`config.mk`:
```
export PLATFORM = sky130hd
export DESIGN_NAME = mesh_router_sync
export DESIGN_NICKNAME = d
export VERILOG_FILES = /design/src/rtl/router_pkg.sv /design/src/rtl/router_fifo.sv /design/src/rtl/mesh_router_sync.sv
export SDC_FILE = /design/constraint.sdc
export NUM_CORES = 1
export LEC_CHECK = 0
export ABC_CLOCK_PERIOD_IN_PS = 6100
export CAP_MARGIN = 5
export CORE_MARGIN = 10
export CORE_UTILIZATION = 58
export CTS_CLUSTER_SIZE = 25
export DETAILED_ROUTE_END_ITERATION = 6
export PLACE_DENSITY = 0.8
export RECOVER_POWER = 100
export SLEW_MARGIN = 25
export SYNTH_ARGS = -nofsm -noshare
export SYNTH_HDL_FRONTEND = slang
export SYNTH_SLANG_ARGS = --single-unit
export TNS_END_PERCENT = 100
```
`constraint.sdc`:
```
create_clock -name clk -period 6.1 [get_ports clk]
set_clock_uncertainty 0.1 [all_clocks]
set_input_delay 0.915 -clock clk [delete_from_list [all_inputs] [get_ports clk]]
set_output_delay 0.915 -clock clk [all_outputs]
set_load 0.01 [all_outputs]
```
`src/rtl/router_pkg.sv`:
```
// Shared types and helpers for the clocked mesh router: port and packet-type
// enums, a node-coordinate struct, and the XY-routing / replication functions.
package router_pkg;

    localparam int NUM_PORTS = 5;

    typedef enum logic [2:0] {
        PORT_UP    = 3'd0,
        PORT_DOWN  = 3'd1,
        PORT_LEFT  = 3'd2,
        PORT_RIGHT = 3'd3,
        PORT_LOCAL = 3'd4
    } port_e;

    typedef enum logic [1:0] {
        PKT_FILTER = 2'b00,
        PKT_IFMAP  = 2'b01,
        PKT_PSUM   = 2'b10,
        PKT_OTHER  = 2'b11
    } pkt_type_e;

    // Coordinates are carried at a fixed 16-bit width so the helpers stay
    // independent of the AX/AY parameters of any particular router instance.
    typedef struct packed {
        logic [15:0] y;
        logic [15:0] x;
    } node_addr_t;

    // Pull a right-aligned field of 'width' bits starting at 'lsb'.
    function automatic logic [15:0] field_extract(input logic [63:0] word,
                                                  input int          lsb,
                                                  input int          width);
        logic [63:0] mask;
        mask = (64'd1 << width) - 64'd1;
        return 16'((word >> lsb) & mask);
    endfunction

    // X-first dimension-ordered routing.
    function automatic port_e route_xy(input node_addr_t dst, input node_addr_t here);
        if (dst == here)        return PORT_LOCAL;
        if (dst.x > here.x)     return PORT_RIGHT;
        if (dst.x < here.x)     return PORT_LEFT;
        if (dst.y > here.y)     return PORT_DOWN;
        return PORT_UP;
    endfunction

    // Destination of the forwarded copy: filters move one row down the column,
    // ifmaps move diagonally (one column right, one row up).
    function automatic node_addr_t mcast_rewrite(input pkt_type_e typ, input node_addr_t dst);
        node_addr_t nxt;
        nxt = dst;
        if (typ == PKT_FILTER) begin
            nxt.y = dst.y + 16'd1;
        end else if (typ == PKT_IFMAP) begin
            nxt.x = dst.x + 16'd1;
            nxt.y = dst.y - 16'd1;
        end
        return nxt;
    endfunction

endpackage

```
`src/rtl/router_fifo.sv`:
```
// Synchronous FIFO used as the per-input buffer. Pointers carry one extra
// wrap bit so full and empty can be told apart without a separate counter.
module router_fifo #(
    parameter int WIDTH = 32,
    parameter int DEPTH = 4
) (
    input  logic             clk,
    input  logic             rst,
    input  logic             push,
    input  logic             pop,
    input  logic [WIDTH-1:0] wdata,
    output logic             full,
    output logic             empty,
    output logic [WIDTH-1:0] head
);

    localparam int AW = $clog2(DEPTH);

    logic [WIDTH-1:0] mem [DEPTH];
    logic [AW:0]      wr_ptr;
    logic [AW:0]      rd_ptr;

    assign empty = (wr_ptr == rd_ptr);
    assign full  = (wr_ptr[AW] != rd_ptr[AW]) && (wr_ptr[AW-1:0] == rd_ptr[AW-1:0]);
    assign head  = mem[rd_ptr[AW-1:0]];

    // Storage array: written on an accepted push, never cleared.
    always_ff @(posedge clk) begin
        if (push && !full) begin
            mem[wr_ptr[AW-1:0]] <= wdata;
        end
    end

    // Pointer update; reset empties the FIFO by realigning both pointers.
    always_ff @(posedge clk) begin
        if (rst) begin
            wr_ptr <= '0;
            rd_ptr <= '0;
        end else begin
            if (push && !full) begin
                wr_ptr <= wr_ptr + 1'b1;
            end
            if (pop && !empty) begin
                rd_ptr <= rd_ptr + 1'b1;
            end
        end
    end

endmodule

```
`src/rtl/mesh_router_sync.sv`:
```
// Five-port clocked mesh router: per-input FIFOs, XY routing, per-output
// round-robin arbitration, registered outputs, and optional two-phase
// replication of filter/ifmap packets addressed to this node.
module mesh_router_sync
    import router_pkg::*;
#(
    parameter int WIDTH_PKT  = 32,
    parameter int AX         = 3,
    parameter int AY         = 5,
    parameter int ADDRX      = 0,
    parameter int ADDRY      = 0,
    parameter int DEPTH_R    = 21,
    parameter int DEPTH_F    = 5,
    parameter int FIFO_DEPTH = 4,
    parameter int EN_MCAST   = 1
) (
    input  logic                                clk,
    input  logic                                rst,
    input  logic [NUM_PORTS-1:0]                in_valid,
    output logic [NUM_PORTS-1:0]                in_ready,
    input  logic [NUM_PORTS-1:0][WIDTH_PKT-1:0] in_data,
    output logic [NUM_PORTS-1:0]                out_valid,
    input  logic [NUM_PORTS-1:0]                out_ready,
    output logic [NUM_PORTS-1:0][WIDTH_PKT-1:0] out_data
);

    localparam int TYPE_LSB = WIDTH_PKT - 3;
    localparam int Y_LSB    = TYPE_LSB - AY;
    localparam int X_LSB    = Y_LSB - AX;

    localparam node_addr_t HERE = '{y: 16'(ADDRY), x: 16'(ADDRX)};

    // Edge-of-array nodes have no neighbour to forward a copy to.
    localparam bit FILTER_OK = (EN_MCAST != 0) && (ADDRY != DEPTH_R - 1);
    localparam bit IFMAP_OK  = (EN_MCAST != 0) && (ADDRY != 0) && (ADDRX != DEPTH_F - 1);

    logic [NUM_PORTS-1:0]                fifo_full;
    logic [NUM_PORTS-1:0]                fifo_empty;
    logic [NUM_PORTS-1:0]                fifo_push;
    logic [NUM_PORTS-1:0]                fifo_pop;
    logic [NUM_PORTS-1:0][WIDTH_PKT-1:0] fifo_head;

    logic [NUM_PORTS-1:0]                head_mcast;
    logic [NUM_PORTS-1:0]                copy_flag;
    logic [NUM_PORTS-1:0][WIDTH_PKT-1:0] eff_data;
    port_e                               head_route [NUM_PORTS];

    logic [NUM_PORTS-1:0][NUM_PORTS-1:0] req_mat;
    logic [NUM_PORTS-1:0]                load_en;
    logic [NUM_PORTS-1:0]                grant_any;
    logic [NUM_PORTS-1:0][2:0]           win_idx;
    logic [NUM_PORTS-1:0]                in_grant;

    assign in_ready  = ~fifo_full & {NUM_PORTS{~rst}};
    assign fifo_push = in_valid & in_ready;
    assign load_en   = ~out_valid | out_ready;

    for (genvar i = 0; i < NUM_PORTS; i++) begin : g_fifo
        router_fifo #(
            .WIDTH (WIDTH_PKT),
            .DEPTH (FIFO_DEPTH)
        ) u_fifo (
            .clk   (clk),
            .rst   (rst),
            .push  (fifo_push[i]),
            .pop   (fifo_pop[i]),
            .wdata (in_data[i]),
            .full  (fifo_full[i]),
            .empty (fifo_empty[i]),
            .head  (fifo_head[i])
        );
    end

    // Decode each FIFO head: replication eligibility, the packet actually
    // offered this cycle (original, or rewritten copy in the second phase),
    // and the output it routes to.
    always_comb begin
        pkt_type_e  head_type;
        node_addr_t head_dst;
        node_addr_t copy_dst;
        node_addr_t eff_dst;
        head_type = PKT_FILTER;
        head_dst  = '0;
        copy_dst  = '0;
        eff_dst   = '0;
        for (int i = 0; i < NUM_PORTS; i++) begin
            head_type  = pkt_type_e'(fifo_head[i][TYPE_LSB +: 2]);
            head_dst.y = field_extract(64'(fifo_head[i]), Y_LSB, AY);
            head_dst.x = field_extract(64'(fifo_head[i]), X_LSB, AX);
            head_mcast[i] = (head_dst == HERE) &&
                            (((head_type == PKT_FILTER) && FILTER_OK) ||
                             ((head_type == PKT_IFMAP)  && IFMAP_OK));
            eff_data[i] = fifo_head[i];
            if (head_mcast[i] && copy_flag[i]) begin
                copy_dst = mcast_rewrite(head_type, head_dst);
                eff_data[i][Y_LSB +: AY] = copy_dst.y[AY-1:0];
                eff_data[i][X_LSB +: AX] = copy_dst.x[AX-1:0];
            end
            eff_dst.y     = field_extract(64'(eff_data[i]), Y_LSB, AY);
            eff_dst.x     = field_extract(64'(eff_data[i]), X_LSB, AX);
            head_route[i] = route_xy(eff_dst, HERE);
        end
    end

    // Request matrix indexed [output][input]; each non-empty input asks for one output.
    always_comb begin
        req_mat = '0;
        for (int o = 0; o < NUM_PORTS; o++) begin
            for (int i = 0; i < NUM_PORTS; i++) begin
                req_mat[o][i] = !fifo_empty[i] && (3'(head_route[i]) == 3'(o));
            end
        end
    end

    for (genvar o = 0; o < NUM_PORTS; o++) begin : g_arb
        logic [2:0] rr_ptr;
        logic       found;
        logic [2:0] pick;

        // Round-robin search starting at rr_ptr, only when the output register can take a packet.
        always_comb begin
            int idx;
            found = 1'b0;
            pick  = 3'd0;
            idx   = 0;
            for (int k = 0; k < NUM_PORTS; k++) begin
                idx = int'(rr_ptr) + k;
                if (idx >= NUM_PORTS) begin
                    idx = idx - NUM_PORTS;
                end
                if (!found && load_en[o] && req_mat[o][idx]) begin
                    found = 1'b1;
                    pick  = 3'(idx);
                end
            end
        end

        // Priority moves to the input just after the winner.
        always_ff @(posedge clk) begin
            if (rst) begin
                rr_ptr <= 3'd0;
            end else if (found) begin
                rr_ptr <= (pick == 3'(NUM_PORTS - 1)) ? 3'd0 : pick + 3'd1;
            end
        end

        assign grant_any[o] = found;
        assign win_idx[o]   = pick;
    end

    // Fold output grants back onto inputs; the first phase of a replicated head keeps it in the FIFO.
    always_comb begin
        in_grant = '0;
        for (int o = 0; o < NUM_PORTS; o++) begin
            if (grant_any[o]) begin
                in_grant[win_idx[o]] = 1'b1;
            end
        end
        fifo_pop = in_grant & ~(head_mcast & ~copy_flag);
    end

    // Output registers hold until accepted; copy flags track the replication phase per input.
    always_ff @(posedge clk) begin
        if (rst) begin
            out_valid <= '0;
            out_data  <= '0;
            copy_flag <= '0;
        end else begin
            for (int o = 0; o < NUM_PORTS; o++) begin
                if (grant_any[o]) begin
                    out_valid[o] <= 1'b1;
                    out_data[o]  <= eff_data[win_idx[o]];
                end else if (out_ready[o]) begin
                    out_valid[o] <= 1'b0;
                end
            end
            for (int i = 0; i < NUM_PORTS; i++) begin
                if (in_grant[i]) begin
                    copy_flag[i] <= head_mcast[i] && !copy_flag[i];
                end
            end
        end
    end

endmodule

```
==> run_results.csv <==
group,metric,value,unit
outcome,status,"finished, violations left",
outcome,violations,"max-capacitance violations, max-slew violations",
final_layout,drive_gt1_share,15.1,%
worst_hold_path,min_path_type,"flip-flop to flip-flop",
final_layout,final_nets,3394,
floorplan,die_y,278,um
power,powerDensity,565,mW/mm^2
clock_network,cts-buffers-inserted,87,
worst_hold_path,hold_start,"out_data[1]",
setup_path,end_kind,"flip-flop",
global_routing,grt_util_all_layers,31.2,%
setup_path,cp_common_cell,"nand2_1",
sta,fmax,174,MHz
sta,worst_pin_slew,2340,ps
synthesis,synthesis.area,0.0386,mm^2
sta,timing.final.crit_period,5750,ps
detailed_routing,first_pass_iters,6,
setup_path,crit_chain,"mux4_2 > inv_1 > ha_1 > nand2_1 > or4_1 > nand3_1 > nor3_2 > o22a_1 > o22ai_2 > nand2_1 > o32ai_1 > o21bai_1 > buf_4 > nor2_2 > a221oi_1 > a311oi_1",
final_layout,fillers,4301,
sta,maxSlewViolCount,690,
setup_path,critPathKind,"flip-flop to flip-flop",
synthesis,ys_seq_area_share,61.1,%
floorplan,num_rows,94,
setup_path,critPathMaxFanout,19,
global_routing,grt_pass1_wl,181000,um
setup_path,r2r_cells,16,
clock_network,cts_tree,"done",
sta,rsz0062_at_grt,"no",
placement,place_ws,258,ps
sta,post-route-worst-setup-slack,349,ps
detailed_routing,vias,26900,
final_layout,area_delta_synth_final,19.3,%
global_routing,grt_pass1_vias,27000,
sta,hold_violations,0,
clock_network,cts.clk_slew.worst_paths,60,ps
clock_network,htree_levels,3,
power,leakage,16.3,nW
clock_network,hold_buffers,0,
floorplan,fp.coreArea,0.0659,mm^2
setup_path,regToRegEndpoint,"out_data[137]",
synthesis,ys.warnings.count,0,
worst_hold_path,hold_path_depth,1,
placement,io_buffers,341,
detailed_routing,routed_wl,123000,um
global_routing,grt_max_degree,92,
clock_network,cts.sinks,859,
placement,hpwlAfterDp,87800,um
power,vdd_drop_max,544,uV
clock_network,ctsResizeCount,0,
global_routing,grt_overflow_total,0,
synthesis,syn_area_per_cell,13.9,um^2
synthesis,synth_edf_count,640,
detailed_routing,vias_per_cell,6.59,
synthesis,ys_async_sr_fraction,0,%
placement,gp_congestion,1.01,
floorplan,ios,342,
setup_path,required,6560,ps
sta,fin_crit_sh,94.3,%
synthesis,synth.distinct_cells,99,
floorplan,die-area,0.0773,mm^2
setup_path,cp_slowest_stage_delay,650,ps
clock_network,clk_path_buf_depth,3,
detailed_routing,antenna_left,0,
detailed_routing,drtIter0Drc,3428,
setup_path,crit_slowest_cell,"mux4_2",
setup_path,rrSetupSlack,350,ps
sta,setup_viol,0,
synthesis,ys_seq_elements,859,
sta,tns,0,ps
clock_network,cts_setup_buffers,0,
job,maxCapViolCount,21,
final_layout,multi_input_area,0.0141,mm^2
global_routing,grt_antenna_before_repair,15,
synthesis,postSynthCellCount,2779,
floorplan,start_util,58.6,%
synthesis,syn-num-nets,3033,
synthesis,synth_flop_cell,"edfxtp_1",
final_layout,final_cell_mix,"640 x edfxtp_1, 330 x dlygate4sd3_1, 214 x dfxtp_1",
setup_path,crit_arrival,6210,ps
setup_path,cp_top_family,"simple AND/OR/NAND/NOR gates",
final_layout,final_common_cell,"edfxtp_1",
sta,slew_headroom,-56.3,%
clock_network,clkLatencyLatePin,650,ps
setup_path,critPathBufInv,2,
clock_network,root_buffer,"clkbuf_16",
detailed_routing,drc,0,
detailed_routing,wl_per_cell,30.2,um
final_layout,seq_area,0.0236,mm^2
worst_hold_path,holdPathEnd,"out_data[1]",
setup_path,cp-start-kind,"flip-flop",
floorplan,die_w,278,um
[sequential cells by signal (all words and copies together), names as in the netlist, named ones only]
| register | flops |
|---|---|
| out_data | 160 |
| g_fifo.u_fifo.mem | 640 |
| copy_flag | 5 |
| out_valid | 5 |
| g_fifo.u_fifo.rd_ptr | 15 |
| g_fifo.u_fifo.wr_ptr | 15 |
| g_arb.rr_ptr | 9 |
[report_power, final]
group	switching [W]	internal, W
clock	0.00231	0.00311
sequential	0.000474	0.00678
combinational	0.00838	0.00495
[metal layers]
layer | up-vias | GRT usage (%) | wire length [um]
met2 | 1657 | 51.9 | 60700
met1 | 13300 | 38.9 | 44800
met3 | 356 | 6.40 | 11400
li1 | 11500 | - | -
met5 | - | 0 | 36
met4 | 8 | 14.6 | 6400
[synth_stat cells (35+ instances only)]
master / n / area [um^2]
dfxtp_1: 219 / 4380
o21ai_0: 127 / 636
a22oi_1: 43 / 323
a211oi_1: 65 / 488
and3_1: 37 / 231
a21oi_1: 107 / 536
clkbuf_1: 112 / 420
o22ai_1: 35 / 219
edfxtp_1: 640 / 19200
ha_1: 82 / 1030
nand2_1: 121 / 454
nor3_1: 76 / 380
inv_1: 63 / 236
nor2_1: 171 / 642
mux2_2: 54 / 608
mux2i_1: 116 / 1160
mux4_2: 156 / 3510
nor2b_1: 87 / 544
[per-stage QoR]
| step | total power (W) | area, um^2 | instances | utilization, % | hold WS (ps) |
|---|---|---|---|---|---|
| global route | 0.0270 | 46000 | 4081 | 69.9 | 371 |
| finish | 0.0260 | 46000 | 4083 | 69.9 | 363 |
| global placement | 0.0201 | 43200 | 3915 | 65.6 | 341 |
| detailed placement | 0.0203 | 43200 | 3915 | 65.6 | 355 |
| floorplan | 0.0157 | 38600 | 2779 | - | 378 |
| CTS | 0.0258 | 46100 | 4077 | 70.1 | 367 |
[layout make-up]
| cell class | instances | share of cell area, % |
|---|---|---|
| multi-input cells | 1694 | 30.7 |
| flip-flops and latches | 859 | 51.3 |
| diodes | 6 | 0.0326 |
| repair buffers | 430 | 8.72 |
| clock buffers | 111 | 5.21 |
| clock inverters | 51 | 1.18 |
| well taps | 864 | 2.35 |
| inverters | 68 | 0.554 |
[how the worst max path moves through the flow]
stage | to | slack, ps | start | depth (start not counted)
6_report | out_data[137] | 350 | flip-flop | 16
5_1_grt | flip-flop | 80 | flip-flop | 15
4_1_cts | out_data[137] | 250 | flip-flop | 16
3_5_place_dp | out_data[137] | 260 | flip-flop | 16
3_3_place_gp | out_data[137] | 440 | flip-flop | 16
2_1_floorplan | flip-flop | 1140 | g_arb[1].rr_ptr[0] | 21
[cell families (layout without fill, tap and decap cells)]
group           Yosys count  in the layout  share of synthesized area [%]
flops                   859            859                           61.1
compound gates          578            578                           10.3
buf+inv                 226            660                           2.41
mux                     330            330                           13.8
fa+ha+maj                82             82                           2.66
simple gates            664            664                           8.82
xor+xnor                 40             40                          0.908
other cells               0              6                              0
No activity file was read; power rests on OpenSTA's default activity.
